## src/rtl/cpu_run_ctrl_pkg.sv

```systemverilog
// ---------------------------------------------------------------------------
// cpu_run_ctrl_pkg
// Shared definitions for the CPU run controller slice.
//   mode_t  : run-mode encodings presented on the mode input
//   state_t : controller state enumeration
//   HOLD_W  : width of the core reset hold counter (covers 1..255 cycles)
// ---------------------------------------------------------------------------
package cpu_run_ctrl_pkg;

    typedef enum logic [1:0] {
        MODE_STOP  = 2'b00,
        MODE_RUN   = 2'b01,
        MODE_STEP  = 2'b10,
        MODE_BURST = 2'b11
    } mode_t;

    typedef enum logic [2:0] {
        RST_HOLD,
        IDLE,
        RUN,
        STEP,
        BURST,
        HALTED
    } state_t;

    localparam int HOLD_W = 8;

endpackage

```

## src/rtl/cpu_run_ctrl_if.sv

```systemverilog
// ---------------------------------------------------------------------------
// cpu_run_ctrl_if
// Control/status bundle between a host (master) and the run controller
// (slave).
//   Host -> controller : mode, go, burst_len, halt_req, soft_rst
//   Controller -> host : core_rst, core_en, busy, done, halted, cycle_cnt
// ---------------------------------------------------------------------------
interface cpu_run_ctrl_if
    import cpu_run_ctrl_pkg::*;
#(
    parameter int CNT_W = 32
) ();

    mode_t              mode;
    logic               go;
    logic [CNT_W-1:0]   burst_len;
    logic               halt_req;
    logic               soft_rst;

    logic               core_rst;
    logic               core_en;
    logic               busy;
    logic               done;
    logic               halted;
    logic [CNT_W-1:0]   cycle_cnt;

    modport master (
        output mode, go, burst_len, halt_req, soft_rst,
        input  core_rst, core_en, busy, done, halted, cycle_cnt
    );

    modport slave (
        input  mode, go, burst_len, halt_req, soft_rst,
        output core_rst, core_en, busy, done, halted, cycle_cnt
    );

endinterface

```

## src/rtl/cpu_run_ctrl_en_prescaler.sv

```systemverilog
// ---------------------------------------------------------------------------
// en_prescaler
// Free-running divider that raises tick for one clk cycle out of every DIV.
// With DIV=1 tick is permanently high.
//   clk  : system clock
//   rst  : asynchronous active-high reset, clears the divider phase
//   tick : enable strobe, high when the divider reaches its last count
// ---------------------------------------------------------------------------
module en_prescaler #(
    parameter int DIV = 1
) (
    input  logic clk,
    input  logic rst,
    output logic tick
);

    localparam int CW = (DIV > 1) ? $clog2(DIV) : 1;

    logic [CW-1:0] cnt;

    // The divider counts 0..DIV-1 and wraps; it never stops, so the phase of
    // tick depends only on the time elapsed since the last hard reset and not
    // on what the controller is doing.
    always_ff @(posedge clk or posedge rst) begin
        if (rst) begin
            cnt <= '0;
        end else if (cnt == CW'(DIV - 1)) begin
            cnt <= '0;
        end else begin
            cnt <= cnt + CW'(1);
        end
    end

    assign tick = (cnt == CW'(DIV - 1));

endmodule

```

## src/rtl/cpu_run_ctrl.sv

```systemverilog
// ---------------------------------------------------------------------------
// cpu_run_ctrl
// Run controller for a small CPU core: sequences the core reset, and gates a
// prescaled clock enable according to the requested run mode (free run,
// single step, fixed-length burst), with halt and soft-restart handling.
//   clk            : system clock, all state on rising edge
//   rst            : asynchronous active-high reset
//   bus (slave)    : mode/go/burst_len/halt_req/soft_rst in,
//                    core_rst/core_en/busy/done/halted/cycle_cnt out
// Parameters:
//   CNT_W      : width of burst length and cycle counter
//   RST_CYCLES : clk cycles core_rst stays high after any reset (1..255)
//   DIV        : core_en prescale ratio (1..65535)
// ---------------------------------------------------------------------------
module cpu_run_ctrl
    import cpu_run_ctrl_pkg::*;
#(
    parameter int CNT_W      = 32,
    parameter int RST_CYCLES = 4,
    parameter int DIV        = 1
) (
    input  logic          clk,
    input  logic          rst,
    cpu_run_ctrl_if.slave bus
);

    state_t             state;
    logic [HOLD_W-1:0]  hold_cnt;
    logic               go_q;
    logic               go_edge;
    logic               tick;
    logic [CNT_W-1:0]   burst_rem;
    logic [CNT_W-1:0]   cycle_cnt;
    logic               cnt_full;

    logic               core_rst_q;
    logic               core_en_q;
    logic               busy_q;
    logic               done_q;
    logic               halted_q;

    en_prescaler #(
        .DIV (DIV)
    ) u_prescaler (
        .clk  (clk),
        .rst  (rst),
        .tick (tick)
    );

    // go is a level from the host; one register stage gives the previous
    // sample so that only a 0->1 transition launches a STEP or BURST. The
    // sample is kept up to date in every state, so an edge that happens while
    // busy is simply lost rather than remembered for later.
    always_ff @(posedge clk or posedge rst) begin
        if (rst) begin
            go_q <= 1'b0;
        end else begin
            go_q <= bus.go;
        end
    end

    assign go_edge  = bus.go & ~go_q;
    assign cnt_full = &cycle_cnt;

    // Main controller. Priority is soft restart, then halt, then the normal
    // state behaviour. core_en and done default low each cycle so they are
    // single-cycle strobes. Whenever core_en is raised the cycle counter is
    // bumped on the same edge, so the two outputs always agree. The hold
    // counter counts edges spent in RST_HOLD: a hard reset leaves it at 0 and
    // the first edge afterwards makes it 1, while a soft restart already
    // counts its own edge and loads 1 directly; either way core_rst stays
    // high for RST_CYCLES full cycles. A STEP finishes on the edge after its
    // single pulse, which is recognised by core_en still being high.
    always_ff @(posedge clk or posedge rst) begin
        if (rst) begin
            state      <= RST_HOLD;
            hold_cnt   <= '0;
            burst_rem  <= '0;
            cycle_cnt  <= '0;
            core_rst_q <= 1'b1;
            core_en_q  <= 1'b0;
            busy_q     <= 1'b0;
            done_q     <= 1'b0;
            halted_q   <= 1'b0;
        end else if (bus.soft_rst) begin
            state      <= RST_HOLD;
            hold_cnt   <= HOLD_W'(1);
            burst_rem  <= '0;
            cycle_cnt  <= '0;
            core_rst_q <= 1'b1;
            core_en_q  <= 1'b0;
            busy_q     <= 1'b0;
            done_q     <= 1'b0;
            halted_q   <= 1'b0;
        end else if (bus.halt_req && (state != RST_HOLD)) begin
            state     <= HALTED;
            core_en_q <= 1'b0;
            busy_q    <= 1'b0;
            done_q    <= 1'b0;
            halted_q  <= 1'b1;
        end else begin
            core_en_q <= 1'b0;
            done_q    <= 1'b0;
            case (state)
                RST_HOLD: begin
                    if (hold_cnt == HOLD_W'(RST_CYCLES)) begin
                        state      <= IDLE;
                        core_rst_q <= 1'b0;
                    end else begin
                        hold_cnt <= hold_cnt + HOLD_W'(1);
                    end
                end

                IDLE: begin
                    if (bus.mode == MODE_RUN) begin
                        state  <= RUN;
                        busy_q <= 1'b1;
                    end else if ((bus.mode == MODE_STEP) && go_edge) begin
                        state  <= STEP;
                        busy_q <= 1'b1;
                    end else if ((bus.mode == MODE_BURST) && go_edge) begin
                        state     <= BURST;
                        burst_rem <= bus.burst_len;
                        busy_q    <= 1'b1;
                    end
                end

                RUN: begin
                    if (bus.mode != MODE_RUN) begin
                        state  <= IDLE;
                        busy_q <= 1'b0;
                    end else if (tick) begin
                        core_en_q <= 1'b1;
                        if (!cnt_full) begin
                            cycle_cnt <= cycle_cnt + CNT_W'(1);
                        end
                    end
                end

                STEP: begin
                    if (bus.mode == MODE_STOP) begin
                        state  <= IDLE;
                        busy_q <= 1'b0;
                    end else if (core_en_q) begin
                        state  <= IDLE;
                        busy_q <= 1'b0;
                        done_q <= 1'b1;
                    end else if (tick) begin
                        core_en_q <= 1'b1;
                        if (!cnt_full) begin
                            cycle_cnt <= cycle_cnt + CNT_W'(1);
                        end
                    end
                end

                BURST: begin
                    if (bus.mode == MODE_STOP) begin
                        state  <= IDLE;
                        busy_q <= 1'b0;
                    end else if (burst_rem == '0) begin
                        state  <= IDLE;
                        busy_q <= 1'b0;
                        done_q <= 1'b1;
                    end else if (tick) begin
                        core_en_q <= 1'b1;
                        burst_rem <= burst_rem - CNT_W'(1);
                        if (!cnt_full) begin
                            cycle_cnt <= cycle_cnt + CNT_W'(1);
                        end
                    end
                end

                HALTED: begin
                    halted_q <= 1'b1;
                end

                default: begin
                    state      <= RST_HOLD;
                    hold_cnt   <= HOLD_W'(1);
                    core_rst_q <= 1'b1;
                    busy_q     <= 1'b0;
                    halted_q   <= 1'b0;
                end
            endcase
        end
    end

    assign bus.core_rst  = core_rst_q;
    assign bus.core_en   = core_en_q;
    assign bus.busy      = busy_q;
    assign bus.done      = done_q;
    assign bus.halted    = halted_q;
    assign bus.cycle_cnt = cycle_cnt;

endmodule

```

## src/flat_wrapper.sv

```systemverilog
// flat-port wrapper written by rule: the top's interface ports become plain ports
module cpu_run_ctrl_flat import cpu_run_ctrl_pkg::*;
#(
    parameter int CNT_W      = 32,
    parameter int RST_CYCLES = 4,
    parameter int DIV        = 1
)
  (clk, rst, bus_mode, bus_go, bus_burst_len, bus_halt_req, bus_soft_rst, bus_core_rst, bus_core_en, bus_busy, bus_done, bus_halted, bus_cycle_cnt);
  cpu_run_ctrl_if #(.CNT_W(CNT_W)) bus_i ();
  input  logic clk;
  input  logic rst;
  input wire logic [$bits(bus_i.mode)-1:0] bus_mode;
  input wire logic [$bits(bus_i.go)-1:0] bus_go;
  input wire logic [$bits(bus_i.burst_len)-1:0] bus_burst_len;
  input wire logic [$bits(bus_i.halt_req)-1:0] bus_halt_req;
  input wire logic [$bits(bus_i.soft_rst)-1:0] bus_soft_rst;
  output wire logic [$bits(bus_i.core_rst)-1:0] bus_core_rst;
  output wire logic [$bits(bus_i.core_en)-1:0] bus_core_en;
  output wire logic [$bits(bus_i.busy)-1:0] bus_busy;
  output wire logic [$bits(bus_i.done)-1:0] bus_done;
  output wire logic [$bits(bus_i.halted)-1:0] bus_halted;
  output wire logic [$bits(bus_i.cycle_cnt)-1:0] bus_cycle_cnt;
  assign bus_i.mode = bus_mode;
  assign bus_i.go = bus_go;
  assign bus_i.burst_len = bus_burst_len;
  assign bus_i.halt_req = bus_halt_req;
  assign bus_i.soft_rst = bus_soft_rst;
  assign bus_core_rst = bus_i.core_rst;
  assign bus_core_en = bus_i.core_en;
  assign bus_busy = bus_i.busy;
  assign bus_done = bus_i.done;
  assign bus_halted = bus_i.halted;
  assign bus_cycle_cnt = bus_i.cycle_cnt;
  cpu_run_ctrl #(.CNT_W(CNT_W), .RST_CYCLES(RST_CYCLES), .DIV(DIV)) u_core (.clk(clk), .rst(rst), .bus(bus_i));
endmodule
```

## config.mk

```make
export PLATFORM = sky130hd
export DESIGN_NAME = cpu_run_ctrl_flat
export DESIGN_NICKNAME = d
export VERILOG_FILES = /design/src/rtl/cpu_run_ctrl_pkg.sv /design/src/rtl/cpu_run_ctrl_if.sv /design/src/rtl/cpu_run_ctrl_en_prescaler.sv /design/src/rtl/cpu_run_ctrl.sv /design/src/flat_wrapper.sv
export SDC_FILE = /design/constraint.sdc
export NUM_CORES = 1
export LEC_CHECK = 0
export ABC_AREA = 1
export ABC_CLOCK_PERIOD_IN_PS = 2800
export BUFFER_PORTS_ARGS = -buffer_cell sky130_fd_sc_hd__buf_2
export CORE_ASPECT_RATIO = 0.7
export CORE_MARGIN = 3
export CORE_UTILIZATION = 54
export DETAILED_ROUTE_END_ITERATION = 7
export GPL_ROUTABILITY_DRIVEN = 0
export HOLD_SLACK_MARGIN = 0.02
export PLACE_DENSITY = 0.86
export RECOVER_POWER = 50
export SLEW_MARGIN = 20
export SYNTH_ARGS = -nofsm -noshare
export SYNTH_HDL_FRONTEND = slang
export SYNTH_SLANG_ARGS = --single-unit
```

## constraint.sdc

```tcl
create_clock -name clk -period 2.8 [get_ports clk]
set_input_delay 0.84 -clock clk [delete_from_list [all_inputs] [get_ports clk]]
set_output_delay 0.84 -clock clk [all_outputs]
set_load 0.005 [all_outputs]
```

==> flow_summary.json, run 1 <==
{
  "synth_ff_type": "dfrtp_1",
  "outcome": "complete, no violations",
  "cp_top_family": "simple AND/OR/NAND/NOR gates",
  "maxCapViolCount": 0,
  "grt_pass1_vias": 5721,
  "antenna_found_initial": 0,
  "final_nets": 1070,
  "design_area_um2": 6750,
  "drc": 0,
  "grt_setup_unrepaired": "false",
  "wl_mm": 16.4,
  "dp_slack_ns": 0.303,
  "end_kind": "flip-flop",
  "crit_arrival_ns": 2.70,
  "cts_htree_levels": 3,
  "power_density_nw_per_um2": 816,
  "io_pins": 76,
  "cts-buffers-inserted": 9,
  "detail-route-antenna-nets": 0,
  "grt_use_total_pct": 27.0,
  "initial_core_util_pct": 56.7,
  "clock_latency_ns": 0.34,
  "peakVddDrop_v": 0.000403,
  "yosys_warnings": 0,
  "rows": 31,
  "rr_startpoint": "u_core.burst_rem[0]",
  "drive_above_1_share_pct": 11.4,
  "clkSlewWorstSetupHoldPaths_ns": 0.06,
  "die_y_um": 94.2,
  "viasPerCell": 5.48,
  "synthesis.nets": 1003,
  "multi_input_area_um2": 3350,
  "finalCriticalPeriod_ns": 2.42,
  "yosysSeqAreaShare_pct": 33.8,
  "dpl_cell_area_um2": 6480,
  "crit_path_max_incr_delay_ns": 0.39,
  "leakagePower_nw": 3.63,
  "fin_cells": 1180,
  "cts_hold_buffers": 0,
  "finalMaxSlewViolations": 0,
  "synth-edff-count": 0,
  "syn_to_final_growth_pct": 12.5,
  "ys_ff_latch": 81,
  "critical_path.max_fanout": 32,
  "cts_tree": "yes",
  "worstSetupStartpointType": "flip-flop",
  "hold_path_class": "reg2reg",
  "skew_ns": 0.00711,
  "cts-root-buf": "clkbuf_16",
  "timing.critical_path.buf_inv": 1,
  "syn_avg_cell_area_um2": 6.25,
  "portBuffers": 75,
  "path_class": "reg2reg",
  "final_cell_mix": "328 x nand2_1, 142 x nor2_1, 114 x inv_1, 84 x nand3_1, 80 x dfrtp_1",
  "synth_cell_types": 35,
  "setup_viol": 0,
  "rr_worst_depth": 12,
  "synthArstFlopShare_pct": 100,
  "final.hold.worst_slack_ns": 0.483,
  "num-fill-cells": 977,
  "tightest_slew_ns": 1.27,
  "layout_commonest_cell": "nand2_1",
  "post-route-period-util_pct": 86.3,
  "dr.pass1.iters": 5,
  "regToRegEndpoint": "u_core.bus.cycle_cnt[4]",
  "r2r_slack_ns": 0.38,
  "cp_num_cells": 12,
  "placedCellCount": 1164,
  "crit_start": "u_core.burst_rem[0]",
  "coreArea_um2": 10600,
  "drtIter0Drc": 776,
  "grt_max_degree": 66,
  "synth_cells": 960,
  "clkSinkCount": 81,
  "cp.required_ns": 3.08,
  "crit_chain": "inv_1 -> ha_1 -> nand2_2 -> nor2_4 -> nand2_1 -> nor2_2 -> nand2_2 -> nand2_1 -> nand2_2 -> nand2_4 -> nand3_1 -> nand2_1",
  "die_x_um": 132,
  "dp_hpwl_mm": 12.2,
  "finish.utilization_pct": 63.8,
  "fin_total_pwr_mw": 5.51,
  "max_freq_mhz": 414,
  "regArea_um2": 2030,
  "syn_area_um2": 6000,
  "worstSetupEndpoint": "u_core.bus.cycle_cnt[4]",
  "fin_ws_ns": 0.383,
  "slew-limit-headroom_pct": 15.1,
  "num_antenna_cells": 0,
  "postCtsSetupBuffers": 0,
  "grt_pass1_wl_mm": 27.6,
  "die_area_um2": 12400,
  "crit_slowest_cell": "nand2_4",
  "wire_per_inst_um": 13.9,
  "post_cts_resized": 0,
  "clockBufferDepth": 2,
  "vias": 6463,
  "grt_overflow": 0,
  "tns_ns": 0,
  "hold_viol_final": 0
}
-- where the power goes --
group	leakage [nW]	internal (mW)	switching, mW
logic	2.40	0.755	1.76
clock network	0.145	0.717	0.503
registers	1.09	1.44	0.330
total	3.63	2.91	2.60
-- worst min-delay path by stage --
| stage | startpoint | end | slack, ns | cells past startpoint |
|---|---|---|---|---|
| floorplan | u_core.burst_rem[1] | u_core.burst_rem[1] | 0.45 | 2 |
| global placement | u_core.burst_rem[31] | u_core.burst_rem[31] | 0.46 | 2 |
| detailed placement | u_core.burst_rem[31] | u_core.burst_rem[31] | 0.47 | 2 |
| CTS | u_core.burst_rem[31] | u_core.burst_rem[31] | 0.48 | 2 |
| global route | u_core.burst_rem[31] | u_core.burst_rem[31] | 0.50 | 2 |
| finish | u_core.burst_rem[31] | u_core.burst_rem[31] | 0.48 | 2 |
-- final cells by class --
class                   count  share of cell area (%)
repair buffers             84                    6.30
multi-input cells         730                    49.6
clock inverters             6                    1.00
flip-flops and latches     81                    30.0
well taps                 148                    2.74
clock buffers              10                    3.54
inverters                 121                    6.74
-- layer usage --
metal	global-route usage, %	routed length, um	share of wire (%)	up-vias
met5	0	0	0	-
met4	5.51	166	1.0	0
met3	7.17	2050	13	18
met2	38.1	6560	40	382
met1	41.2	7600	46	2892
li1	-	-	-	3171
-- cell usage after synthesis, drive strengths merged (3+ instances only) --
cell type | number | share of area [%]
nand2 | 334 | 21
xnor2 | 5 | 0.73
buf | 20 | 2.2
ha | 4 | 0.83
or2 | 3 | 0.31
o22ai | 4 | 0.52
nand4 | 47 | 4.9
xor2 | 27 | 3.9
a31oi | 5 | 0.52
nor2 | 149 | 9.8
nor3 | 15 | 1.3
nand3 | 85 | 7.2
inv | 121 | 7.6
dfrtp | 80 | 33
a21oi | 9 | 0.81
clkbuf | 8 | 0.50
o21ai | 40 | 3.4
-- kinds of logic after synthesis --
group           synth area share [%]
compound gates                  5.63
xor+xnor                        4.67
fa+ha+maj                      0.834
buf+inv                         10.3
flops                           33.8
simple gates                    44.8
-- registers in the layout (all words and copies together), names as in the netlist, 3 cells and up --
name	cells
u_core.hold_cnt	8
u_core.bus.cycle_cnt	32
u_core.burst_rem	32
u_core.state	3
-- worst reg2reg max path: cells and delay by family (launching register included) --
family                   cells  cell delay, ns
AND/OR/NAND/NOR             10            1.54
buffers and inverters        1            0.12
adder cells (fa/ha/maj)      1            0.33
flip-flops                   1            0.38
No activity file was read; power rests on OpenSTA's default activity.
==> inputs of run 2 (changes only) <==
--- a/config.mk
+++ b/config.mk
@@ -10,11 +10,11 @@
 export BUFFER_PORTS_ARGS = -buffer_cell sky130_fd_sc_hd__buf_2
 export CORE_ASPECT_RATIO = 0.7
 export CORE_MARGIN = 3
-export CORE_UTILIZATION = 54
+export CORE_UTILIZATION = 45
 export DETAILED_ROUTE_END_ITERATION = 7
 export GPL_ROUTABILITY_DRIVEN = 0
 export HOLD_SLACK_MARGIN = 0.02
-export PLACE_DENSITY = 0.86
+export PLACE_DENSITY = 0.75
 export RECOVER_POWER = 50
 export SLEW_MARGIN = 20
 export SYNTH_ARGS = -nofsm -noshare
==> flow_summary.json, run 2 (same netlist as run 1, synthesis figures left out) <==
{
  "outcome": "complete, but fails checks",
  "violations": "capacitance limit, slew limit",
  "grt_max_degree": 82,
  "multi_input_area_um2": 3360,
  "crit_arrival_ns": 2.69,
  "wire_per_inst_um": 13.8,
  "r2r_slack_ns": 0.49,
  "use_met3_pct": 5.84,
  "peakVddDrop_v": 0.000417,
  "syn_to_final_growth_pct": 12.0,
  "rr_worst_depth": 12,
  "die_y_um": 103,
  "worstSetupStartpointType": "primary input",
  "grt.busiest_layer": "met1",
  "antenna_found_initial": 0,
  "clock_latency_ns": 0.34,
  "rows": 34,
  "clkSinkCount": 81,
  "crit_slowest_cell": "clkbuf_1",
  "leakagePower_nw": 3.58,
  "slew-limit-headroom_pct": -22.1,
  "power_density_nw_per_um2": 794,
  "setup_viol": 0,
  "viasPerCell": 5.26,
  "clockBufferDepth": 2,
  "crit_path_max_incr_delay_ns": 0.64,
  "rr_startpoint": "u_core.burst_rem[0]",
  "post_cts_resized": 0,
  "path_class": "in2reg",
  "met1_usage_pct": 36.2,
  "drtIter0Drc": 523,
  "grt_setup_unrepaired": "false",
  "cts-root-buf": "clkbuf_16",
  "skew_ns": 0.00871,
  "die_area_um2": 14800,
  "crit_start": "bus_soft_rst",
  "top_regs": "u_core.burst_rem x32, u_core.bus.cycle_cnt x32, u_core.hold_cnt x8",
  "finalMaxSlewViolations": 82,
  "regToRegEndpoint": "u_core.bus.cycle_cnt[4]",
  "met2_usage_pct": 31.4,
  "worstSetupEndpoint": "u_core.state[0]",
  "final_cell_mix": "328 x nand2_1, 142 x nor2_1, 114 x inv_1, 84 x nand3_1, 80 x dfrtp_1",
  "tightest_slew_ns": 1.83,
  "clkSlewWorstSetupHoldPaths_ns": 0.06,
  "timing.critical_path.buf_inv": 2,
  "max_freq_mhz": 406,
  "regArea_um2": 2030,
  "drc": 0,
  "num-fill-cells": 1279,
  "grt_use_total_pct": 23.0,
  "crit_top_cell": "nand2_1",
  "portBuffers": 75,
  "cp_top_family": "simple AND/OR/NAND/NOR gates",
  "cp.required_ns": 3.03,
  "end_kind": "flip-flop",
  "fin_total_pwr_mw": 5.34,
  "grt_pass1_wl_mm": 27.5,
  "finalCriticalPeriod_ns": 2.47,
  "cp_num_cells": 8,
  "tns_ns": 0,
  "post-route-period-util_pct": 88.0,
  "grt_pass1_vias": 5643,
  "coreArea_um2": 12700,
  "initial_core_util_pct": 47.2,
  "grt_overflow": 0,
  "dp_hpwl_mm": 12.2,
  "cts_htree_levels": 3,
  "layout_commonest_cell": "nand2_1",
  "dr.pass1.iters": 6,
  "maxCapViolCount": 1,
  "detail-route-antenna-nets": 0,
  "hold_path_class": "reg2reg",
  "drive_above_1_share_pct": 10.8,
  "wl_mm": 16.5,
  "num_antenna_cells": 0,
  "cts-buffers-inserted": 9,
  "crit_chain": "clkbuf_1 -> inv_2 -> nand2_1 -> nor2_1 -> nor2_1 -> nand4_1 -> nand2_1 -> nand2_1",
  "critical_path.max_fanout": 14,
  "cts_tree": "yes",
  "vias": 6281,
  "die_x_um": 144,
  "io_pins": 76,
  "holdPathStages": 2,
  "hold_viol_final": 0,
  "postCtsSetupBuffers": 0,
  "cts_hold_buffers": 0,
  "final_nets": 1069
}
[run 2: cell count changes in the layout (fill, tap and decap cells not counted), sizes merged]
cell      change
clkbuf        +5
buf           -5
clkinv        -1
clkinvlp      +1
bufinv        -1
[run 2: area by class of cell]
type                    count  area share (%)
clock inverters             5           0.484
clock buffers              11            3.46
well taps                 162            3.01
flip-flops and latches     81            30.2
inverters                 121            6.81
multi-input cells         730            49.9
repair buffers             83            6.16
[run 2: routing by layer]
metal	up-vias	share of wire [%]
met3	12	10
met5	-	0
met1	2824	50
met2	282	39
li1	3163	-
met4	0	0.82
[run 2: worst reg2reg max path: stages, from the launching register on]
cell	delay, ns
dfrtp_1	0.38
inv_1	0.12
ha_1	0.31
nand2_2	0.13
nor2_4	0.12
nand2_1	0.12
nor2_2	0.13
nand2_2	0.09
nand2_1	0.08
nand2_2	0.18
nand2_4	0.37
nand3_1	0.14
nand2_1	0.09
[run 2: worst min-delay path by stage]
| stage | from | end | slack, ns |
|---|---|---|---|
| floorplan | u_core.burst_rem[1] | u_core.burst_rem[1] | 0.45 |
| global placement | u_core.burst_rem[1] | u_core.burst_rem[1] | 0.47 |
| detailed placement | u_core.burst_rem[1] | u_core.burst_rem[1] | 0.47 |
| CTS | u_core.burst_rem[1] | u_core.burst_rem[1] | 0.48 |
| global route | u_core.burst_rem[1] | u_core.burst_rem[1] | 0.52 |
| finish | u_core.burst_rem[1] | u_core.burst_rem[1] | 0.48 |
[run 2: metrics by stage]
| stage | instance area (um2) | instances | hold slack [ns] | utilization, % | setup slack, ns |
|---|---|---|---|---|---|
| 2_1_floorplan | 6010 | 960 | 0.449 | - | 0.969 |
| 3_3_place_gp | 6490 | 1177 | 0.466 | 51.1 | 0.424 |
| 6_report | 6730 | 1193 | 0.481 | 52.9 | 0.335 |
| 5_1_grt | 6730 | 1193 | 0.520 | 52.9 | 0.169 |
| 3_5_place_dp | 6490 | 1177 | 0.467 | 51.1 | 0.392 |
| 4_1_cts | 6760 | 1193 | 0.484 | 53.1 | 0.501 |
[run 2: where the power goes]
group          switching, mW  internal [mW]
Clock                  0.487          0.598
Sequential             0.322           1.44
Combinational           1.74          0.752
